File: config.mk
export PLATFORM = sky130hd
export DESIGN_NAME = add_sub_rr_arbiter
export DESIGN_NICKNAME = d
export VERILOG_FILES = /design/src/rtl/add_sub_rr_arbiter.sv
export SDC_FILE = /design/constraint.sdc
export NUM_CORES = 1
export LEC_CHECK = 0
export BUFFER_PORTS_ARGS = -buffer_cell sky130_fd_sc_hd__buf_2
export CORE_UTILIZATION = 26
export CTS_CLUSTER_DIAMETER = 200
export DETAILED_ROUTE_END_ITERATION = 10
export PLACE_DENSITY = 0.56
export SKIP_LAST_GASP = 1
export SLEW_MARGIN = 0
export SYNTH_ARGS = -nofsm -noshare
export SYNTH_HDL_FRONTEND = slang
export SYNTH_SLANG_ARGS = --single-unit
File: constraint.sdc
create_clock -name clk -period 9.03 [get_ports clk]
set_clock_uncertainty 0.05 [all_clocks]
set_input_delay 1.3545 -clock clk [delete_from_list [all_inputs] [get_ports clk]]
set_output_delay 1.3545 -clock clk [all_outputs]
set_load 0.01 [all_outputs]
File: src/rtl/add_sub_rr_arbiter.sv
// Round-robin arbiter sharing one add/sub datapath between NUM_REQ requesters.
// The winner's result lands in a one-entry valid/ready output register that can be drained and refilled in the same cycle.
module add_sub_rr_arbiter #(
    parameter int NUM_REQ = 4,
    parameter int DATA_W  = 3,
    parameter int OUT_W   = DATA_W + 1,
    parameter int ID_W    = 2
) (
    input  logic                      clk,
    input  logic                      rst_n,
    input  logic [NUM_REQ-1:0]        req,
    input  logic [NUM_REQ*DATA_W-1:0] req_a,
    input  logic [NUM_REQ*DATA_W-1:0] req_b,
    input  logic [NUM_REQ-1:0]        req_sub,
    output logic [NUM_REQ-1:0]        gnt,
    output logic                      res_valid,
    input  logic                      res_ready,
    output logic [OUT_W-1:0]          res_data,
    output logic [ID_W-1:0]           res_id,
    output logic                      res_sub
);

    logic [DATA_W-1:0] a_arr [NUM_REQ];
    logic [DATA_W-1:0] b_arr [NUM_REQ];

    logic [ID_W-1:0]  ptr_reg;
    logic [ID_W-1:0]  ptr_next;
    logic [ID_W-1:0]  winner;
    logic [ID_W:0]    cand;
    logic             found;
    logic             accept;
    logic             valid_reg;
    logic [OUT_W-1:0] data_reg;
    logic [ID_W-1:0]  id_reg;
    logic             sub_reg;
    logic [OUT_W-1:0] a_ext;
    logic [OUT_W-1:0] b_ext;
    logic             sub_sel;
    logic [OUT_W-1:0] data_next;

    generate
        for (genvar gi = 0; gi < NUM_REQ; gi++) begin : g_req
            assign a_arr[gi] = req_a[gi*DATA_W +: DATA_W];
            assign b_arr[gi] = req_b[gi*DATA_W +: DATA_W];
            assign gnt[gi]   = accept && (winner == ID_W'(gi));
        end
    endgenerate

    // Scan from the pointer, wrapping modulo NUM_REQ; the first asserted request wins.
    always_comb begin
        found  = 1'b0;
        winner = '0;
        cand   = '0;
        for (int off = 0; off < NUM_REQ; off++) begin
            cand = {1'b0, ptr_reg} + (ID_W+1)'(off);
            if (cand >= (ID_W+1)'(NUM_REQ)) begin
                cand = cand - (ID_W+1)'(NUM_REQ);
            end
            if (!found && req[cand[ID_W-1:0]]) begin
                found  = 1'b1;
                winner = cand[ID_W-1:0];
            end
        end
    end

    // Gated by rst_n so no requester sees a grant while reset is held.
    assign accept = rst_n && found && (!valid_reg || res_ready);

    assign ptr_next  = (winner == ID_W'(NUM_REQ-1)) ? '0 : winner + 1'b1;
    assign a_ext     = OUT_W'(a_arr[winner]);
    assign b_ext     = OUT_W'(b_arr[winner]);
    assign sub_sel   = req_sub[winner];
    assign data_next = sub_sel ? (a_ext - b_ext) : (a_ext + b_ext);

    always_ff @(posedge clk or negedge rst_n) begin
        if (!rst_n) begin
            ptr_reg   <= '0;
            valid_reg <= 1'b0;
            data_reg  <= '0;
            id_reg    <= '0;
            sub_reg   <= 1'b0;
        end else if (accept) begin
            ptr_reg   <= ptr_next;
            valid_reg <= 1'b1;
            data_reg  <= data_next;
            id_reg    <= winner;
            sub_reg   <= sub_sel;
        end else if (res_ready) begin
            valid_reg <= 1'b0;
        end
    end

    assign res_valid = valid_reg;
    assign res_data  = data_reg;
    assign res_id    = id_reg;
    assign res_sub   = sub_reg;

endmodule

Yosys cells after proc, flatten, opt, wreduce, memory -nomap -nowiden
Cells that the tools add are included.
{"block": "totals", "regBits": 10, "latch_bits": 0, "mem_bits_rw": 0, "rom_bits": 0, "in_bits": 35, "output_inout_bits": 12, "wordCells": 77, "n_memories": 0}
{"block": "op_classes", "addsub": 10, "mul": 0, "div": 0, "n_lt_le_gt_ge": 10, "n_eq_ne": 3, "n_shift": 0, "n_mux": 32, "bitwise_logic": 1, "n_reduce_logical": 16}
{"cell": "2-bit two-way mux", "n": 9}
{"cell": "2-bit by 3-bit less-than comparator with 1-bit output (second input constant)", "n": 5}
{"cell": "3-bit binary-select mux with 2-bit select", "n": 2}
{"cell": "3-bit greater-or-equal comparator (second input constant)", "n": 4}
{"cell": "3-bit two-way mux", "n": 4}
{"cell": "1-bit two-way mux", "n": 11}
{"cell": "1-bit binary-select mux with 2-bit select", "n": 5}
{"cell": "1-bit logical AND", "n": 9}
{"cell": "2-bit by 1-bit subtractor with 2-bit output (second input constant)", "n": 4}
{"cell": "2-bit by 2-bit adder with 3-bit output (second input constant)", "n": 2}
{"cell": "3-bit by 3-bit adder with 4-bit output", "n": 1}
{"cell": "2-bit == test (second input constant)", "n": 2}
{"cell": "1-bit logical NOT", "n": 4}
{"cell": "4-bit two-way mux", "n": 1}
{"cell": "3-bit by 3-bit subtractor with 4-bit output", "n": 1}
{"cell": "2-bit by 1-bit adder with 3-bit output (second input constant)", "n": 1}
{"cell": "2-bit by 3-bit greater-or-equal comparator with 1-bit output (second input constant)", "n": 1}
{"cell": "2-bit inverter with 3-bit output", "n": 1}
{"cell": "2-bit by 1-bit adder with 2-bit output (second input constant)", "n": 1}
{"cell": "2-bit by 1-bit == test with 1-bit output (second input constant)", "n": 1}
{"cell": "2-bit logical NOT", "n": 1}
{"cell": "2-bit nonzero test", "n": 1}
{"cell": "1-bit logical OR", "n": 1}

Depth between registers and ports, before layout
Gate-level depths: netlist (run 1).
{"block": "logic_depth", "word_depth": 20, "mapped_depth": 19, "depth_no_buf": 17}

Least setup slack after synthesis (run 1)
OpenSTA, ideal clock, no wires.
{"block": "synth_path", "path_kind": "input -> register", "start": "input port req[3]", "end": "register data_reg[3], in the netlist res_data[3]", "setup_ns": 0.069, "arrival_ns": 3.974, "t_required_ns": 8.911, "slack_ns": 4.937, "path_stages": 16, "path_buffers": 0, "cell_sequence": "nand2b_1 a211oi_2 nor2_4 inv_2 a21oi_1 a22oi_1 inv_1 ha_1 nand2_1 o21a_1 ha_1 a21o_1 a21oi_1 nand2_1 or4_1 nand3_1"}
{"block": "synth_via", "elab_chain_cells": 18, "word_cells_on_any_way": 36, "cone_classes": "add/sub: 2; mux: 25; bitwise: 1; reduce/logical: 8"}
{"element": "start, declared", "line": "11", "text": "input logic [NUM_REQ-1:0] req,"}
{"element": "1-bit binary-select mux with 2-bit select", "line": "59", "text": "if (!found && req[cand[ID_W-1:0]]) begin"}
{"element": "1-bit two-way mux (not written as such)", "line": "59"}
{"element": "1-bit two-way mux", "line": "59"}
{"element": "1-bit logical NOT", "line": "59"}
{"element": "1-bit logical AND", "line": "59"}
{"element": "1-bit two-way mux", "line": "59"}
{"element": "1-bit logical NOT", "line": "59"}
{"element": "1-bit logical AND", "line": "59"}
{"element": "(+2 left out)"}
{"element": "1-bit logical AND", "line": "59"}
{"element": "2-bit two-way mux (*)", "line": "59"}
{"element": "named net winner[1]", "line": "28", "text": "logic [ID_W-1:0] winner;"}
{"element": "2-bit inverter with 3-bit output (not written as such)", "line": "70, 71"}
{"element": "3-bit binary-select mux with 2-bit select (on tied branches)", "line": "70, 71"}
{"element": "3-bit two-way mux (on tied branches) (2 in series)", "line": "70, 71"}
{"element": "3-bit by 3-bit adder with 4-bit output / 3-bit by 3-bit subtractor with 4-bit output (equally long branches)", "line": "73", "text": "assign data_next = sub_sel ? (a_ext - b_ext) : (a_ext + b_ext);"}
{"element": "4-bit two-way mux (*)", "line": "73"}
{"element": "end signal, assigned", "line": "85", "text": "data_reg <= data_next;"}
{"element": "end, declared", "line": "33", "text": "logic [OUT_W-1:0] data_reg;"}
Mark *: on every way through the listed nets, which the timed path passes. The rest lies on a longest branch. The select of a mux whose other input is x is not followed.
A chain may end at the register's enable or synchronous reset.

Final worst setup path (run 1)
Ends and elaborated chain as after synthesis.

==> flow_metrics.py, run 1 <==
metrics = {
    "floorplanning": {
        "std_cell_rows": 21,
        "dieArea_sq_mm": 0.00400,
        "initial_utilization_pct": 28.1,
        "core-area_sq_mm": 0.00347,
        "die_w_um": 63.2,
        "io_pins": 47,
        "dieHeight_um": 63.2,
    },
    "setup_path": {
        "r2r_slack_ns": 5.49,
        "crit_path_end_kind": "flip-flop",
        "path_buf_inv": 3,
        "critPathKind": "in2reg",
        "r2r_cells": 16,
        "r2r-end": "res_data[3]",
        "cp-start-kind": "input pin",
        "cp_cell_sequence": "buf_2 > nand2b_1 > a211oi_2 > nor2_4 > inv_2 > a21oi_1 > a22oi_1 > inv_1 > ha_1 > nand2_1 > o21a_1 > ha_1 > a21o_1 > a21oi_1 > nand2_1 > or4_1 > nand3_1",
        "critPathMaxFanout": 11,
        "crit_slowest_cell": "or4_1",
        "required_ns": 9.15,
        "worstReg2RegStart": "ptr_reg[1]",
        "arrival_ns": 4.42,
        "crit_path_max_incr_delay_ns": 0.43,
        "critical-path-top-delay-family": "compound AO/OA/AOI/OAI gates",
    },
    "grt": {
        "antenna_found_initial": 0,
        "grt_max_degree": 16,
        "grt_pass1_wl_um": 4350,
        "grt_pass1_vias": 1006,
        "track_usage_pct": 13.6,
        "grt_overflow": 0,
    },
    "logic_synthesis": {
        "synth_fp_nets": 170,
        "netlist-cell-type-count": 34,
        "ys_seq_area_share_pct": 25.7,
        "yosys_warnings": 0,
        "syn-cell-area_sq_um": 975,
        "yosys_register_bits": 10,
        "syn_area_per_cell_sq_um": 7.74,
        "async_flop_share_pct": 100,
        "synth_edf_count": 0,
        "synthCells": 126,
        "yosys_most_used_dff": "dfrtp_1",
    },
    "finish": {
        "mostFrequentLayoutCell": "buf_2",
        "multi_input_area_sq_um": 664,
        "antenna_cells_inserted": 0,
        "area_growth_pct": 29.9,
        "fin_nets": 216,
        "design_area_sq_mm": 0.00127,
        "final_cell_mix": "46 x buf_2, 33 x nand2_1, 10 x o21ai_0, 10 x dfrtp_1, 8 x ha_1",
        "fillers": 392,
        "seq_area_sq_um": 250,
        "drive_above_1_share_pct": 34.1,
        "largest_reg_flops": 4,
    },
    "min_path": {
        "hold_path.class": "reg2reg",
        "holdPathStages": 2,
        "hold_end": "res_data[0]",
        "holdCritStartpoint": "res_data[0]",
    },
    "placed_design": {
        "placed_cell_area_sq_mm": 0.00122,
        "port_buffers": 46,
        "gp_routability_congestion": 0.796,
        "dp_hpwl_um": 2020,
    },
    "sta": {
        "period_share_pct": 47.7,
        "max_freq_mhz": 232,
        "rsz0062_at_grt": "no",
        "tightest_slew_ns": 0.508,
        "finalHoldViolations": 0,
        "maxSlewViolCount": 0,
        "setup_tns_ns": 0,
        "relSlewSlack_pct": 66.0,
        "period_needed_ns": 4.30,
        "setup-violations-final": 0,
    },
    "drt": {
        "drc": 0,
        "dr.first_iter.drc_count": 27,
        "drt-pass1-iter-count": 4,
        "drt_wl_total_um": 2440,
        "wl_per_cell_um": 11.3,
        "vias": 994,
        "drtAntennaViolNets": 0,
        "vias_per_cell": 4.60,
    },
    "job": {
        "max-cap-violations": 0,
    },
    "clock_tree": {
        "clockRootBuffer": "clkbuf_8",
        "clkTransAtPathRegs_ns": 0.04,
        "tritoncts": "yes",
        "numCtsBuffers": 3,
        "cts_hold_buf": 0,
        "post_cts_buffers": 0,
        "insertion_delay_ns": 0.23,
        "cts_max_path_buffers": 2,
        "cts_sinks": 10,
        "cts-resized-gates": 0,
        "htree_num_levels": 1,
    },
    "pwr": {
        "p_leak_nw": 0.671,
        "cellPowerDensity_mw_per_mm2": 258,
        "peakVddDrop_mv": 0.0647,
    },
    "outcome": {
        "status": "finished clean",
    },
}
==> synth_stat cells, types with 2 or more instances <==
cell type  instances  share of area, %
and2_1             4               2.6
o31ai_1            2               1.5
nor2_1             4               1.5
and3_1             3               1.9
inv_1              4               1.5
inv_2              2              0.77
a31oi_1            2               1.3
a21oi_1            6               3.1
nand2_1           33                13
nand2b_1           4               2.6
dfrtp_1           10                26
a22oi_1            2               1.5
clkbuf_1           2              0.77
or2_2              2               1.3
o21ai_0           10               5.1
buf_6              2               2.3
ha_1               8                10
nor2b_1            2               1.3
nand3_1            6               3.1
mux2i_1            4               4.1
==> layout make-up <==
class / instances / area share [%]
timing repair buffer: 46 / 18.2
sequential: 10 / 19.8
inverter: 6 / 1.78
multi-input combinational: 105 / 52.5
tap: 46 / 4.55
clock buffer: 3 / 3.26
==> worst max-delay path by stage <==
stage | cells past startpoint | startpoint | end
after floorplan | 16 | req[3] | res_data[3]
after global placement | 17 | req[2] | res_data[3]
after detailed placement | 17 | req[3] | res_data[3]
after CTS | 17 | req[3] | res_data[3]
after global routing | 17 | req[3] | res_data[3]
final | 17 | req[3] | res_data[3]
==> kinds of logic (layout without fill, tap and decap cells) <==
group | Yosys count | count (layout) | share of synthesized area, %
buf+inv | 11 | 55 | 6.16
mux | 4 | 4 | 4.11
compound gates | 29 | 29 | 19.8
xor+xnor | 2 | 2 | 1.80
simple gates | 61 | 61 | 30.2
fa+ha+maj | 9 | 9 | 12.3
flops | 10 | 10 | 25.7
==> metal layers <==
metal,share of wire [%],vias up,track usage [%]
met1,49,448,18.1
met2,47,27,22.7
met4,0.25,0,4.26
met3,3.9,2,1.81
li1,-,517,-
met5,0,-,0
==> worst register-to-register path: stages, from the launching register on <==
cell and delay (ns):
dfrtp_1 0.46, nand2b_1 0.18, a21o_2 0.21, o211a_4 0.19, inv_2 0.22, mux2i_1 0.11
mux2i_1 0.31, inv_1 0.08, ha_1 0.28, nand2_1 0.06, o21a_1 0.11, ha_1 0.26
a21o_1 0.17, a21oi_1 0.17, nand2_1 0.09, or4_1 0.43, nand3_1 0.09
==> where the power goes <==
group          internal [mW]  switching (mW)
logic                 0.0899           0.116
clock network         0.0290          0.0153
registers             0.0622          0.0135
total                  0.181           0.145
==> metrics by stage <==
stage | worst slack (ns) | power, mW | std cells | hold WS, ns | utilization, %
finish | 4.73 | 0.326 | 216 | 0.416 | 36.5
global route | 4.46 | 0.369 | 216 | 0.448 | 36.5
CTS | 4.72 | 0.330 | 216 | 0.427 | 36.5
detailed placement | 4.48 | 0.285 | 213 | 0.417 | 35.3
global placement | 4.62 | 0.278 | 213 | 0.410 | 35.3
floorplan | 4.94 | 0.236 | 126 | 0.465 | -
Power figures use the tool's default switching activity.
==> inputs of run 2 (changes only) <==
--- a/config.mk
+++ b/config.mk
@@ -9,7 +9,7 @@
 export CORE_UTILIZATION = 26
 export CTS_CLUSTER_DIAMETER = 200
 export DETAILED_ROUTE_END_ITERATION = 10
-export PLACE_DENSITY = 0.56
+export PLACE_DENSITY = 0.58
 export SKIP_LAST_GASP = 1
 export SLEW_MARGIN = 0
 export SYNTH_ARGS = -nofsm -noshare
==> constraint.sdc (replaced) <==
create_clock -name clk -period 3.82 [get_ports clk]
set_clock_uncertainty 0.05 [all_clocks]
set_input_delay 0.573 -clock clk [delete_from_list [all_inputs] [get_ports clk]]
set_output_delay 0.573 -clock clk [all_outputs]
set_load 0.01 [all_outputs]
==> flow_metrics.py, run 2 (synthesis gave the netlist of run 1 again) <==
metrics = {
    "finish": {
        "fin_cells": 219,
        "largest_reg_flops": 4,
        "fin_util_pct": 37.5,
        "antenna_cells_inserted": 0,
        "fin_nets": 218,
        "design_area_sq_mm": 0.00130,
        "area_growth_pct": 33.5,
        "fillers": 383,
        "mostFrequentLayoutCell": "buf_2",
        "drive_above_1_share_pct": 36.4,
        "final_cell_mix": "46 x buf_2, 33 x nand2_1, 10 x o21ai_0, 9 x dfrtp_1, 8 x ha_1",
    },
    "floorplanning": {
        "dieArea_sq_mm": 0.00400,
        "core-area_sq_mm": 0.00347,
        "dieHeight_um": 63.2,
        "die_w_um": 63.2,
        "std_cell_rows": 21,
        "initial_utilization_pct": 28.1,
        "io_pins": 47,
    },
    "clock_tree": {
        "clockRootBuffer": "clkbuf_8",
        "cts_sinks": 10,
        "clkTransAtPathRegs_ns": 0.05,
        "tritoncts": "yes",
        "cts_max_path_buffers": 2,
        "htree_num_levels": 1,
        "numCtsBuffers": 3,
        "cts_hold_buf": 0,
        "insertion_delay_ns": 0.23,
        "post_cts_buffers": 0,
    },
    "sta": {
        "maxSlewViolCount": 0,
        "fin_ws_ns": 0.398,
        "setup-violations-final": 0,
        "period_share_pct": 89.6,
        "relSlewSlack_pct": 67.9,
        "max_freq_mhz": 292,
        "tightest_slew_ns": 0.481,
        "whs_ns": 0.157,
        "setup_tns_ns": 0,
        "finalHoldViolations": 0,
        "period_needed_ns": 3.42,
        "rsz0062_at_grt": "no",
    },
    "setup_path": {
        "r2r_slack_ns": 0.40,
        "crit_path_max_incr_delay_ns": 0.45,
        "crit_path_end_kind": "flip-flop",
        "crit_slowest_cell": "dfrtp_2",
        "crit_top_cell": "nand2_1",
        "cp-start-kind": "flip-flop",
        "r2r_cells": 16,
        "arrival_ns": 3.53,
        "cp_cell_sequence": "nand2b_1 > a21o_2 > o211a_4 > clkinv_2 > nand2_1 > a22oi_1 > inv_1 > ha_1 > nand2_1 > o21a_1 > ha_1 > a21o_1 > a21oi_1 > nand2_1 > or4_1 > nand3_1",
        "worstReg2RegStart": "ptr_reg[1]",
        "required_ns": 3.93,
        "path_buf_inv": 2,
        "r2r-end": "res_data[3]",
        "path_depth": 16,
        "critPathMaxFanout": 13,
        "critPathKind": "reg2reg",
        "critical-path-top-delay-family": "compound AO/OA/AOI/OAI gates",
    },
    "grt": {
        "antenna_found_initial": 0,
        "grt_pass1_wl_um": 4060,
        "grt_pass1_vias": 962,
        "track_usage_pct": 12.4,
        "grt_max_degree": 16,
        "grt_overflow": 0,
    },
    "job": {
        "max-cap-violations": 0,
    },
    "drt": {
        "drt-pass1-iter-count": 4,
        "dr.first_iter.drc_count": 33,
        "drc": 0,
        "wl_per_cell_um": 10.7,
        "vias_per_cell": 4.49,
        "drtAntennaViolNets": 0,
        "drt_wl_total_um": 2350,
        "vias": 984,
    },
    "placed_design": {
        "dp_hpwl_um": 1970,
        "placed_cell_area_sq_mm": 0.00124,
        "port_buffers": 46,
        "gp_routability_congestion": 0.760,
        "pre_cts_ws_ns": 0.166,
        "dp.cells": 215,
    },
    "pwr": {
        "p_leak_nw": 0.685,
        "total_power_mw": 0.810,
        "peakVddDrop_mv": 0.194,
        "cellPowerDensity_mw_per_mm2": 622,
    },
    "min_path": {
        "hold_path.class": "in2async",
    },
    "outcome": {
        "status": "finished clean",
    },
}
## run 2: how the worst max path moves through the flow
stage                             end       start
after global placement    res_data[3]      req[2]
after floorplan           res_data[3]      req[3]
final                     res_data[3]  ptr_reg[1]
after global routing      res_data[3]  ptr_reg[1]
after CTS                 res_data[3]  ptr_reg[1]
after detailed placement  res_data[3]      req[2]
## run 2: cell type report
class / instances / area, sq um / share of cell area, %
multi-input combinational: 105 / 668 / 51.3
sequential: 10 / 251 / 19.3
timing repair buffer: 48 / 245 / 18.8
tap: 46 / 57.6 / 4.42
clock buffer: 4 / 55.1 / 4.23
inverter: 6 / 23.8 / 1.83
## run 2: per-layer routing
layer | vias to the layer above | part of all wire [%] | GRT usage [%]
met4 | 0 | 0.43 | 3.69
met5 | - | 0 | 0
met1 | 421 | 51 | 17.2
li1 | 523 | - | -
met3 | 2 | 5.9 | 1.45
met2 | 38 | 43 | 20.0
## run 2: power breakdown
group / leakage [nW] / internal (mW) / switching (mW)
Clock: 0.0288 / 0.0902 / 0.0370
Sequential: 0.119 / 0.148 / 0.0315
Combinational: 0.537 / 0.225 / 0.278
Total: 0.685 / 0.463 / 0.347
## run 2: repair_timing
action / 4_1_cts / 5_1_grt
hold endpoints to repair: 0 / 0
gates resized for setup: 0 / 3
setup endpoints to repair: 0 / 1
